[config.mk]
export PLATFORM = sky130hd
export DESIGN_NAME = exmem_mem_access
export DESIGN_NICKNAME = d
export VERILOG_FILES = /design/src/rtl/exmem_mem_access.sv
export SDC_FILE = /design/constraint.sdc
export NUM_CORES = 1
export LEC_CHECK = 0
export BUFFER_PORTS_ARGS = -buffer_cell sky130_fd_sc_hd__buf_2
export CAP_MARGIN = 25
export CORE_MARGIN = 2
export CORE_UTILIZATION = 25
export CTS_BUF_LIST = sky130_fd_sc_hd__clkbuf_8
export DETAILED_ROUTE_END_ITERATION = 8
export PLACE_DENSITY_LB_ADDON = 0.12
export SKIP_LAST_GASP = 1
export SLEW_MARGIN = 20
export SYNTH_ARGS = -nofsm -noshare
export SYNTH_HDL_FRONTEND = slang
export SYNTH_SLANG_ARGS = --single-unit
[constraint.sdc]
create_clock -name Clock -period 3.7 [get_ports Clock]
set_input_delay 0.925 -clock Clock [delete_from_list [all_inputs] [get_ports Clock]]
set_output_delay 0.925 -clock Clock [all_outputs]
set_load 0.01 [all_outputs]
[src/rtl/exmem_mem_access.sv]
// exmem_mem_access: MEM-stage data-memory access unit with req/ack bus, lane alignment and pipeline stall
module exmem_mem_access #(
  parameter int TIMEOUT = 255,
  parameter int CNT_W   = 8
) (
  input  logic        Clock,
  input  logic        Reset,
  input  logic        MemRead_In,
  input  logic        MemWrite_In,
  input  logic [1:0]  ByteSel_In,
  input  logic [31:0] Address_In,
  input  logic [31:0] WriteData_In,
  output logic        Stall_Out,
  output logic [31:0] ReadData_Out,
  output logic        Done_Out,
  output logic        Misaligned_Out,
  output logic        BusError_Out,
  output logic        MemReq_Out,
  output logic        MemWe_Out,
  output logic [31:0] MemAddr_Out,
  output logic [31:0] MemWData_Out,
  output logic [3:0]  MemBE_Out,
  input  logic        MemAck_In,
  input  logic [31:0] MemRData_In
);
  typedef enum logic [1:0] {IDLE, BUSY, DONE} state_t;
  state_t state_q, state_d;
  logic [CNT_W-1:0] cnt_q, cnt_d;
  logic        req_q, req_d, we_q, we_d, done_q, done_d, mis_q, mis_d, berr_q, berr_d;
  logic [31:0] addr_q, addr_d, wdata_q, wdata_d, rdata_q, rdata_d;
  logic [3:0]  be_q, be_d;
  logic [1:0]  sel_q, sel_d, lane_q, lane_d;
  logic        req, aligned;
  logic [31:0] wdata_lane, rshift, rdata_ext;
  logic [3:0]  be_lane;
  logic [15:0] rhalf;
  logic [7:0]  rbyte;
  assign req        = MemRead_In | MemWrite_In;
  assign aligned    = ByteSel_In == 2'b00 ? Address_In[1:0] == 2'b00 :
                      ByteSel_In == 2'b01 ? !Address_In[0] : 1'b1;
  assign wdata_lane = ByteSel_In == 2'b00 ? WriteData_In :
                      ByteSel_In == 2'b01 ? {2{WriteData_In[15:0]}} : {4{WriteData_In[7:0]}};
  assign be_lane    = ByteSel_In == 2'b00 ? 4'b1111 :
                      ByteSel_In == 2'b01 ? (Address_In[1] ? 4'b1100 : 4'b0011) :
                      4'b0001 << Address_In[1:0];
  // Lane and size are captured at issue so extraction does not depend on the stalled inputs
  assign rshift     = MemRData_In >> {lane_q, 3'b000};
  assign rhalf      = rshift[15:0];
  assign rbyte      = rshift[7:0];
  assign rdata_ext  = sel_q == 2'b00 ? MemRData_In :
                      sel_q == 2'b01 ? {{16{rhalf[15]}}, rhalf} :
                      {{24{sel_q == 2'b10 && rbyte[7]}}, rbyte};
  assign Stall_Out      = (state_q == IDLE && req) || state_q == BUSY;
  assign ReadData_Out   = rdata_q;
  assign Done_Out       = done_q;
  assign Misaligned_Out = mis_q;
  assign BusError_Out   = berr_q;
  assign MemReq_Out     = req_q;
  assign MemWe_Out      = we_q;
  assign MemAddr_Out    = addr_q;
  assign MemWData_Out   = wdata_q;
  assign MemBE_Out      = be_q;
  // Next-state: issue from IDLE, wait for ack or timeout in BUSY, single-cycle completion in DONE
  always_comb begin
    state_d = state_q;
    cnt_d   = cnt_q;
    req_d   = req_q;
    we_d    = we_q;
    addr_d  = addr_q;
    wdata_d = wdata_q;
    be_d    = be_q;
    sel_d   = sel_q;
    lane_d  = lane_q;
    rdata_d = rdata_q;
    done_d  = 1'b0;
    mis_d   = 1'b0;
    berr_d  = 1'b0;
    case (state_q)
      IDLE: if (req) begin
        if (aligned) begin
          req_d   = 1'b1;
          we_d    = MemWrite_In;
          addr_d  = {Address_In[31:2], 2'b00};
          wdata_d = wdata_lane;
          be_d    = be_lane;
          sel_d   = ByteSel_In;
          lane_d  = Address_In[1:0];
          cnt_d   = '0;
          state_d = BUSY;
        end else begin
          rdata_d = '0;
          mis_d   = 1'b1;
          done_d  = 1'b1;
          state_d = DONE;
        end
      end
      BUSY: if (req_q && MemAck_In) begin
        req_d   = 1'b0;
        rdata_d = we_q ? 32'h0 : rdata_ext;
        done_d  = 1'b1;
        state_d = DONE;
      end else if (cnt_q == CNT_W'(TIMEOUT - 1)) begin
        req_d   = 1'b0;
        rdata_d = '0;
        berr_d  = 1'b1;
        done_d  = 1'b1;
        state_d = DONE;
      end else begin
        cnt_d = cnt_q + 1'b1;
      end
      DONE: state_d = IDLE;
      default: state_d = IDLE;
    endcase
  end
  // State and registered bus/result fields
  always_ff @(posedge Clock) begin
    if (Reset) begin
      state_q <= IDLE;
      cnt_q   <= '0;
      req_q   <= 1'b0;
      we_q    <= 1'b0;
      addr_q  <= '0;
      wdata_q <= '0;
      be_q    <= '0;
      sel_q   <= '0;
      lane_q  <= '0;
      rdata_q <= '0;
      done_q  <= 1'b0;
      mis_q   <= 1'b0;
      berr_q  <= 1'b0;
    end else begin
      state_q <= state_d;
      cnt_q   <= cnt_d;
      req_q   <= req_d;
      we_q    <= we_d;
      addr_q  <= addr_d;
      wdata_q <= wdata_d;
      be_q    <= be_d;
      sel_q   <= sel_d;
      lane_q  <= lane_d;
      rdata_q <= rdata_d;
      done_q  <= done_d;
      mis_q   <= mis_d;
      berr_q  <= berr_d;
    end
  end
endmodule

# After elaboration in Yosys (flattened, before gate mapping)
# Cells that the tools add are included.
[classes]
add_sub_neg = 1
eq_ne = 11
n_shift = 2
muxes = 35
bitwise = 3
n_reduce_logical = 17
[op_table]
columns = ["cell", "count"]
rows = [
  ["32-bit two-way mux", 9],
  ["32-bit one-hot mux with 2 select lines", 1],
  ["8-bit two-way mux", 4],
  ["32-bit by 5-bit >> shifter with 16-bit output", 1],
  ["8-bit one-hot mux with 2 select lines", 1],
  ["4-bit two-way mux", 3],
  ["1-bit two-way mux", 10],
  ["2-bit inequality test (second input constant)", 5],
  ["8-bit by 1-bit adder with 8-bit output (second input constant)", 1],
  ["8-bit equality test (second input constant)", 1],
  ["2-bit zero test", 4],
  ["2-bit two-way mux", 4],
  ["4-bit AND reduction", 2],
  ["2-bit by 1-bit equality test with 1-bit output (second input constant)", 3],
  ["5-bit AND reduction", 1],
  ["1-bit one-hot mux with 2 select lines", 2],
  ["2-bit one-hot mux with 2 select lines", 1],
  ["1-bit by 2-bit << shifter with 4-bit output (first input constant)", 1],
  ["1-bit logical AND", 3],
  ["3-bit by 1-bit inequality test with 1-bit output (second input constant)", 1],
  ["3-bit AND reduction", 1],
  ["3-bit OR reduction", 1],
  ["2-bit equality test (second input constant)", 1],
  ["1-bit NOT", 2],
  ["other kinds (6)", 6],
]
[word_totals]
register_bits = 117
in_bits = 103
output_inout_bits = 106
word_cells = 82

# Longest topological paths before layout
# Gate-level depths: netlist (run 1).
[logic_depth]
depth_word = 7
mapped_depth = 10
mapped_depth_nobuf = 7

# Least setup slack after synthesis (run 1)
# Ideal clock, no wire load.
[synth_timing]
kind = "input to output"
from = "input MemWrite_In"
to = "output Stall_Out"
arrival_time_ps = 1316
t_required_ps = 2775
path_slack_ps = 1459
path_stages = 3
path_buffers = 0
path_cell_list = "nor3_1 or2_2 inv_1"
[synth_via]
elab_chain_len = 3
[synth_rtl]
columns = ["item", "line_no", "rtl"]
rows = [
  ["start: declaration", "9", "input logic MemWrite_In,"],
  ["1-bit OR", "38", "assign req = MemRead_In | MemWrite_In;"],
  ["1-bit logical AND", "53", "assign Stall_Out = (state_q == IDLE && req) || state_q == BUSY;"],
  ["1-bit logical OR", "53", ""],
  ["end: declaration", "13", "output logic Stall_Out,"],
]
# No other way between the ends.

# Worst setup path after layout (run 1)
[layout_timing]
from = "input MemRead_In"
to = "output Stall_Out"
[layout_via]
elab_chain_len = 3
[layout_rtl]
columns = ["item", "line_no", "rtl"]
rows = [
  ["start: declaration", "8", "input logic MemRead_In,"],
  ["1-bit OR", "38", ""],
  ["1-bit logical AND", "53", ""],
  ["1-bit logical OR", "53", ""],
]
# No other way between the ends.

==> run_results.csv, run 1 <==
group,metric,value,unit
run_status,outcome,"finished, final reports clean",
layout,multi_input_area,2520,µm²
worst_setup_path,worst_setup_path_end_kind,"primary output",
timing,finalHoldViolCount,0,
layout,insertedDiodeCount,0,
floorplanning,fp.dieH,147.5,µm
synthesis,avgSynthCellArea,8.022,µm²
synthesis,synth_seq_cells,117,
worst_setup_path,crit_fanout,4,
layout,nNetsFinal,924,
global_routing,gr-max-usage-layer,"met2",
timing,rsz0062_at_grt,"false",
clock_tree,cts_inserted_buffers,17,
clock_tree,cts_resized,0,
global_routing,grt_max_degree,85,
layout,final_common_cell,"buf_2",
timing,setup_viol,0,
global_routing,grt_pass1_wl,27260,µm
worst_setup_path,required,2.77,ns
synthesis,syn_inst,642,
route,drtPass1Iterations,4,
timing,slew_headroom,43.41,%
global_routing,first_global_vias,4927,
timing,tightest_slew,0.8477,ns
route,via_per_inst,4.621,
layout,layout_common_cells,"buf_2, nand2_1, dfxtp_1",
clock_tree,clock_sinks,117,
synthesis,synth_warnings,0,
clock_tree,clkTransAtPathRegs,0.07,ns
synthesis,async_flop_share,0,%
flow_run,drv_cap,0,
route,vias,5092,
global_routing,grt_usage,15.85,%
worst_setup_path,critPathArrivalTime,1.56,ns
synthesis,synthTopCellsByArea,"dfxtp_1, nand2_1, a21oi_1",
synthesis,synth_area_leader_cell,"dfxtp_1",
timing,fmax,401.9,MHz
global_routing,overflow,0,
clock_tree,cts_max_level,4,
timing,drv_slew,0,
place,place_area,6325,µm²
synthesis,synth.yosys.seq_area_share,45.48,%
timing,fin_crit,2.488,ns
place,numPortBuffers,206,
floorplanning,io-pin-count,209,
global_routing,use_met3,4.907,%
timing,timing.hold.ws,0.4519,ns
min_path,hold_class,"flip-flop to flip-flop",
place,gp_congestion,0.7877,
layout,drive_gt1_share,30.05,%
clock_tree,cts_buffer_depth,2,
route,drt_wl_total,17290,µm
timing,fin_setup_tns,0,ns
worst_setup_path,cpMostUsedCell,"buf_2",
global_routing,met1_usage,21.48,%
layout,syn_to_final_growth,29.64,%
floorplanning,start_util,25.45,%
layout,fill_cells,2213,
clock_tree,clk_latency,0.44,ns
floorplanning,dieArea,21760,µm²
floorplanning,row_count,52,
route,wire_per_inst,15.69,µm
floorplanning,fp.dieW,147.5,µm
worst_setup_path,crit_type,"input pin to primary output",
synthesis,synth_edf_count,0,
place,dp_hpwl,12090,µm
clock_tree,cts-root-buf,"clkbuf_8",
synthesis,synthesis.area,5150,µm²
timing,finalCritPeriodShare,67.25,%
synthesis,synth_top_area_share,45.48,%
pwr,ir_drop,232.6,µV
clock_tree,hold_buffers,0,
worst_setup_path,slowest_stage,"or2_2",
route,ant_nets,0,
floorplanning,core_area,20230,µm²
worst_setup_path,startpoint_type,"input pin",
clock_tree,cts_tree,"built",
worst_setup_path,crit_path_max_incr_delay,0.30,ns
layout,seqCellArea,2342,µm²
timing,finClkSkew,0.01712,ns
pwr,p_leak,2.905,nW
worst_setup_path,path_cells,"buf_2 > nor3_1 > or2_2 > inv_1 > buf_2",
global_routing,antenna_found_initial,0,
route,drc,0,
pwr,power,3.126,mW
synthesis,synth_flop_cell,"dfxtp_1",
layout,final_area,6676,µm²
global_routing,grtUsageMet2,24.72,%
synthesis,synth.distinct_cells,49,
pwr,power_density,468.2,nW/µm²
clock_tree,post-cts-setup-buffers,0,
route,drt_iter0_markers,224,
-- path summary, 6_finish.rpt --
check                 start               end  slack, ns  depth (start not counted)
min          MemAddr_Out[4]    MemAddr_Out[4]       0.45                          2
max              MemRead_In         Stall_Out       1.21                          5
max reg2reg       lane_q[0]  ReadData_Out[25]       1.43                          6
min reg2reg  MemAddr_Out[4]    MemAddr_Out[4]       0.45                          2
-- Yosys cell counts, drive strengths merged (6+ instances only) --
| master | number |
|---|---|
| nand2 | 140 |
| dfxtp | 117 |
| a21oi | 66 |
| nor2 | 64 |
| clkbuf | 35 |
| o21ai | 32 |
| a31oi | 21 |
| buf | 20 |
| mux2i | 20 |
| o2bb2ai | 17 |
| a311oi | 16 |
| nand2b | 12 |
| inv | 9 |
| o221ai | 8 |
| nand3 | 7 |
| nor2b | 7 |
| nor3 | 6 |
-- routing by layer --
metal / share of wire [%] / routed length (µm)
met2: 46 / 8027
met3: 4.8 / 835
met4: 1.2 / 199
met5: 0 / 0
met1: 48 / 8229
-- kinds of logic after synthesis --
group | share of synthesized area, %
adder cells (fa/ha/maj) | 0.4858
multiplexers | 3.887
buffers and inverters | 5.734
flip-flops | 45.48
XOR/XNOR | 0.5103
AND/OR/NAND/NOR | 20.94
other | 0.07282
AO/OA/AOI/OAI | 22.89
-- final cells by class --
type                       instances  area share, %
timing repair buffer             212          16.34
sequential                       117          35.08
inverter                           9         0.5060
tap                              270          5.060
clock inverter                    15          1.762
multi-input combinational        462          37.74
clock buffer                      17          3.504
-- critical path, delay by kind of cell --
family / cells / cell delay [ns]
buffers and inverters: 3 / 0.29
AND/OR/NAND/NOR: 2 / 0.34
-- sequential cells by signal, indices dropped and copies added (netlist names) --
register	flops
Misaligned_Out	1
Done_Out	1
MemReq_Out	1
MemWData_Out	32
MemBE_Out	4
state_q	2
cnt_q	8
MemWe_Out	1
ReadData_Out	32
sel_q	2
BusError_Out	1
MemAddr_Out	30
lane_q	2
-- power breakdown --
group / switching (mW) / total [mW] / internal [mW]
clock network: 0.565 / 1.09 / 0.521
logic: 0.389 / 0.624 / 0.234
registers: 0.0636 / 1.42 / 1.35
-- stage by stage --
stage	util [%]	cells	worst slack, ns
global placement	31.26	1070	0.9583
floorplan	-	643	1.459
CTS	33.00	1102	1.224
detailed placement	31.26	1070	0.9373
finish	33.00	1102	1.212
global route	33.00	1102	1.141
Note: power is estimated with default switching activity, not from simulation.
==> inputs of run 2 (changes only) <==
- clock period: 3.7 -> 2.09 ns (I/O delays scaled with it)
==> run 2 against run 1 <==
Compared with the run above: critical path depth fell by 1; global-route usage fell by 0.33 points; final area rose by 4.3%; combinational power rose by 97%; via count rose by 1.2%; first-iteration DRC count fell by 0.45%; sequential share of layout area fell by 1.5 points; highest routed layer unchanged.
==> run_results.csv, run 2 (same netlist as run 1, synthesis figures left out) <==
group,metric,value,unit
min_path,min_to,"MemAddr_Out[24]",
layout,nNetsFinal,944,
timing,worst_slack,0.1942,ns
layout,final_common_cell,"buf_2",
floorplanning,core_area,20230,µm²
timing,finalCritPeriodShare,90.71,%
min_path,hold_start,"Address_In[24]",
global_routing,first_global_vias,4751,
global_routing,overflow,0,
floorplanning,fp.dieH,147.5,µm
layout,drive_gt1_share,31.76,%
worst_setup_path,startpoint_type,"flip-flop",
clock_tree,cts_buffer_depth,2,
timing,finalHoldViolCount,0,
worst_setup_path,critPathArrivalTime,1.37,ns
route,drtPass1Iterations,4,
global_routing,grt_usage,15.52,%
clock_tree,cts-root-buf,"clkbuf_8",
clock_tree,cts_resized,0,
floorplanning,start_util,25.45,%
place,dp_slack,0.08457,ns
clock_tree,cts_tree,"built",
global_routing,grt_max_degree,45,
clock_tree,clk_latency,0.43,ns
layout,finalNonFillerCells,1121,
min_path,hold_class,"input pin to flip-flop",
route,drt_wl_total,17250,µm
clock_tree,hold_buffers,0,
clock_tree,post-cts-setup-buffers,0,
clock_tree,clock_sinks,117,
global_routing,grt_pass1_wl,26480,µm
layout,post-route-util,34.42,%
place,dp_hpwl,12440,µm
timing,drv_slew,0,
min_path,hold_path_depth,3,
place,numPortBuffers,206,
route,vias,5152,
timing,rsz0062_at_grt,"false",
timing,fmax,527.5,MHz
floorplanning,dieArea,21760,µm²
timing,fin_setup_tns,0,ns
clock_tree,clkTransAtPathRegs,0.07,ns
route,drc,0,
pwr,power_density,860.4,nW/µm²
pwr,p_leak,3.060,nW
route,via_per_inst,4.596,
global_routing,antenna_found_initial,1,
pwr,power,5.993,mW
route,wire_per_inst,15.39,µm
timing,setup_viol,0,
worst_setup_path,regToRegEndpoint,"ReadData_Out[16]",
worst_setup_path,required,1.57,ns
timing,fin_crit,1.896,ns
worst_setup_path,worst_setup_path_end_kind,"primary output",
floorplanning,fp.dieW,147.5,µm
timing,finClkSkew,0.01109,ns
worst_setup_path,crit_fanout,5,
flow_run,drv_cap,0,
floorplanning,row_count,52,
layout,layout_common_cells,"buf_2, nand2_1, dfxtp_1",
place,place_inst,1090,
worst_setup_path,r2r_slack,0.21,ns
clock_tree,cts_max_level,4,
run_status,outcome,"finished, final reports clean",
timing,tightest_slew,0.5185,ns
layout,fill_cells,2245,
clock_tree,cts_inserted_buffers,17,
worst_setup_path,reg2reg_from,"cnt_q[0]",
route,ant_nets,0,
timing,slew_headroom,65.43,%
worst_setup_path,crit_type,"flip-flop to primary output",
place,gp_congestion,0.7942,
pwr,ir_drop,460.9,µV
route,drt_iter0_markers,223,
layout,syn_to_final_growth,35.25,%
floorplanning,io-pin-count,209,
worst_setup_path,worst_r2r_path_depth,7,
[run 2: power breakdown]
group | total, mW | leakage [nW] | switching [mW] | internal, mW
registers | 2.48 | 0.956 | 0.0887 | 2.39
clock network | 2.28 | 0.209 | 0.960 | 1.32
logic | 1.23 | 1.90 | 0.736 | 0.491
total | 5.99 | 3.06 | 1.78 | 4.21
[run 2: cell type report]
type,count,area (µm²),share of cell area (%)
multi-input combinational,462,2520,36.18
sequential,117,2342,33.63
timing repair buffer,232,1304,18.72
tap,270,337.8,4.850
clock buffer,22,302.8,4.347
clock inverter,8,122.6,1.760
inverter,9,33.78,0.4850
antenna,1,2.502,0.03593
[run 2: layer usage]
layer,vias up,global-route usage [%],routed length (µm)
met5,-,0,0
met4,0,4.567,245
met3,19,4.506,972
met2,142,23.19,7684
met1,2365,21.70,8350
li1,2626,-,-
[run 2: critical path: stages (launching register included)]
cell,delay [ns]
dfxtp_1,0.41
nor3_1,0.07
or2_2,0.29
inv_1,0.05
buf_2,0.12
[run 2: worst max path at each step]
stage               cells past startpoint          endpoint          start
detailed placement                      6  ReadData_Out[21]  Address_In[1]
global route                            7  ReadData_Out[27]       cnt_q[0]
CTS                                     4         Stall_Out     state_q[0]
global placement                        6  ReadData_Out[21]  Address_In[1]
floorplan                              10  ReadData_Out[31]       cnt_q[0]
finish                                  4         Stall_Out     state_q[0]
[run 2: stage by stage]
step / hold WS, ns / area, µm²
finish: 0.3258 / 6965
global route: 0.2924 / 6965
CTS: 0.2852 / 6963
detailed placement: 0.4430 / 6538
global placement: 0.4402 / 6538
floorplan: 0.4521 / 5154
==> inputs of run 3 (changes only) <==
- GPL_TIMING_DRIVEN: not set -> 0
==> run 3 against run 2 <==
Compared with the run above: via count rose by 3.7%; maximum frequency fell by 4.5%; largest power group unchanged; highest routed layer unchanged; die area did not move; final cell count rose by 2.9%; register-to-register slack got worse by 0.10 ns.
==> run_results.csv, run 3 (same netlist as run 1, synthesis figures left out) <==
group,metric,value,unit
floorplanning,start_util,25.45,%
route,ant_nets,0,
floorplanning,dieArea,21760,µm²
layout,finalNonFillerCells,1154,
pwr,ir_drop,402.1,µV
timing,fin_crit,1.984,ns
global_routing,grt_pass1_wl,29170,µm
global_routing,grt_usage,17.26,%
clock_tree,cts_tree,"built",
route,drt_iter0_markers,296,
floorplanning,fp.dieH,147.5,µm
global_routing,antenna_found_initial,1,
run_status,outcome,"finished, final reports clean",
layout,fill_cells,2191,
timing,drv_slew,0,
layout,syn_to_final_growth,35.86,%
place,gp_congestion,0.7790,
flow_run,drv_cap,0,
route,via_per_inst,4.630,
place,dp_hpwl,14290,µm
clock_tree,clkTransAtPathRegs,0.08,ns
timing,rsz0062_at_grt,"false",
worst_setup_path,crit_fanout,10,
floorplanning,fp.dieW,147.5,µm
layout,nNetsFinal,975,
pwr,power,6.001,mW
timing,finClkSkew,0.01612,ns
clock_tree,cts_max_level,4,
worst_setup_path,critPathArrivalTime,2.31,ns
timing,setup_viol,0,
layout,final_common_cell,"buf_2",
worst_setup_path,r2r_slack,0.11,ns
pwr,p_leak,3.062,nW
clock_tree,cts_buffer_depth,2,
place,numPortBuffers,205,
place,place_inst,1118,
timing,tightest_slew,0.7614,ns
timing,fmax,503.9,MHz
route,wire_per_inst,16.49,µm
worst_setup_path,worst_setup_path_end_kind,"flip-flop",
timing,finalCritPeriodShare,94.95,%
timing,finalHoldViolCount,0,
worst_setup_path,crit_type,"flip-flop to flip-flop",
layout,drive_gt1_share,31.37,%
min_path,hold_class,"input pin to flip-flop",
pwr,power_density,857.6,nW/µm²
clock_tree,cts-root-buf,"clkbuf_8",
global_routing,grt_max_degree,17,
timing,slew_headroom,49.24,%
layout,layout_common_cells,"buf_2, nand2_1, dfxtp_1",
clock_tree,cts_inserted_buffers,17,
route,vias,5343,
clock_tree,clk_latency,0.44,ns
route,drtPass1Iterations,5,
floorplanning,row_count,52,
floorplanning,io-pin-count,209,
worst_setup_path,startpoint_type,"flip-flop",
route,drc,0,
worst_setup_path,required,2.42,ns
route,drt_wl_total,19030,µm
floorplanning,core_area,20230,µm²
clock_tree,clock_sinks,117,
global_routing,overflow,0,
global_routing,first_global_vias,5130,
-- run 3: routing by layer --
layer / GRT usage, % / vias up / part of all wire [%]
met3: 5.123 / 18 / 5.7
li1: - / 2695 / -
met1: 23.10 / 2475 / 47
met2: 26.88 / 155 / 46
met5: 0 / - / 0
met4: 5.192 / 0 / 1.5
-- run 3: stage by stage --
stage               hold WS [ns]  utilization [%]  area, µm²  TNS (ns)  setup WS (ns)
floorplan                 0.4521                -       5154         0         0.2280
global placement          0.4377            32.21       6518    -29.33        -0.4730
detailed placement        0.4418            32.21       6518    -28.41        -0.4836
CTS                       0.2826            34.32       6945         0       0.005477
global route              0.2876            34.58       6997         0       0.009852
finish                    0.3154            34.58       6997         0         0.1056
-- run 3: final timing paths --
kind                   startpoint          endpoint  depth (start not counted)
hold / removal     Address_In[12]   MemAddr_Out[12]                          3
setup / recovery         cnt_q[0]  ReadData_Out[31]                         10
hold reg to reg   MemAddr_Out[17]   MemAddr_Out[17]                          2
setup reg to reg         cnt_q[0]  ReadData_Out[31]                         10
-- run 3: final cells by class --
cell class | instances | area [µm²] | area share, %
Tap cell | 270 | 337.8 | 4.828
Buffer | 55 | 271.5 | 3.881
Inverter | 9 | 33.78 | 0.4828
Clock inverter | 14 | 175.2 | 2.504
Antenna cell | 1 | 2.502 | 0.03577
Timing Repair Buffer | 208 | 1049 | 14.99
Sequential cell | 117 | 2345 | 33.51
Multi-Input combinational cell | 462 | 2535 | 36.23
Clock buffer | 18 | 247.7 | 3.541
-- run 3: report_power, final --
group | internal [mW] | switching (mW) | leakage (nW)
clock network | 1.22 | 1.05 | 0.206
registers | 2.39 | 0.0900 | 0.957
logic | 0.467 | 0.775 | 1.90
total | 4.08 | 1.92 | 3.06
-- run 3: repair_timing --
item                                   CTS  global route
endpoints found under the hold margin    0             0
setup endpoints to repair               63            58
pin swaps                                0             2
buffers inserted                         0             3
hold buffers                             0             0
resized for setup                        3            17
-- run 3: worst max-delay path, cell delays in order, from the launching register on --
cell and delay, ns:
dfxtp_2 0.33, inv_1 0.06, ha_2 0.17, nand3_2 0.09
or2_4 0.26, a311o_1 0.30, buf_6 0.15, nor2b_4 0.12
buf_6 0.13, buf_6 0.14, o2bb2ai_1 0.11
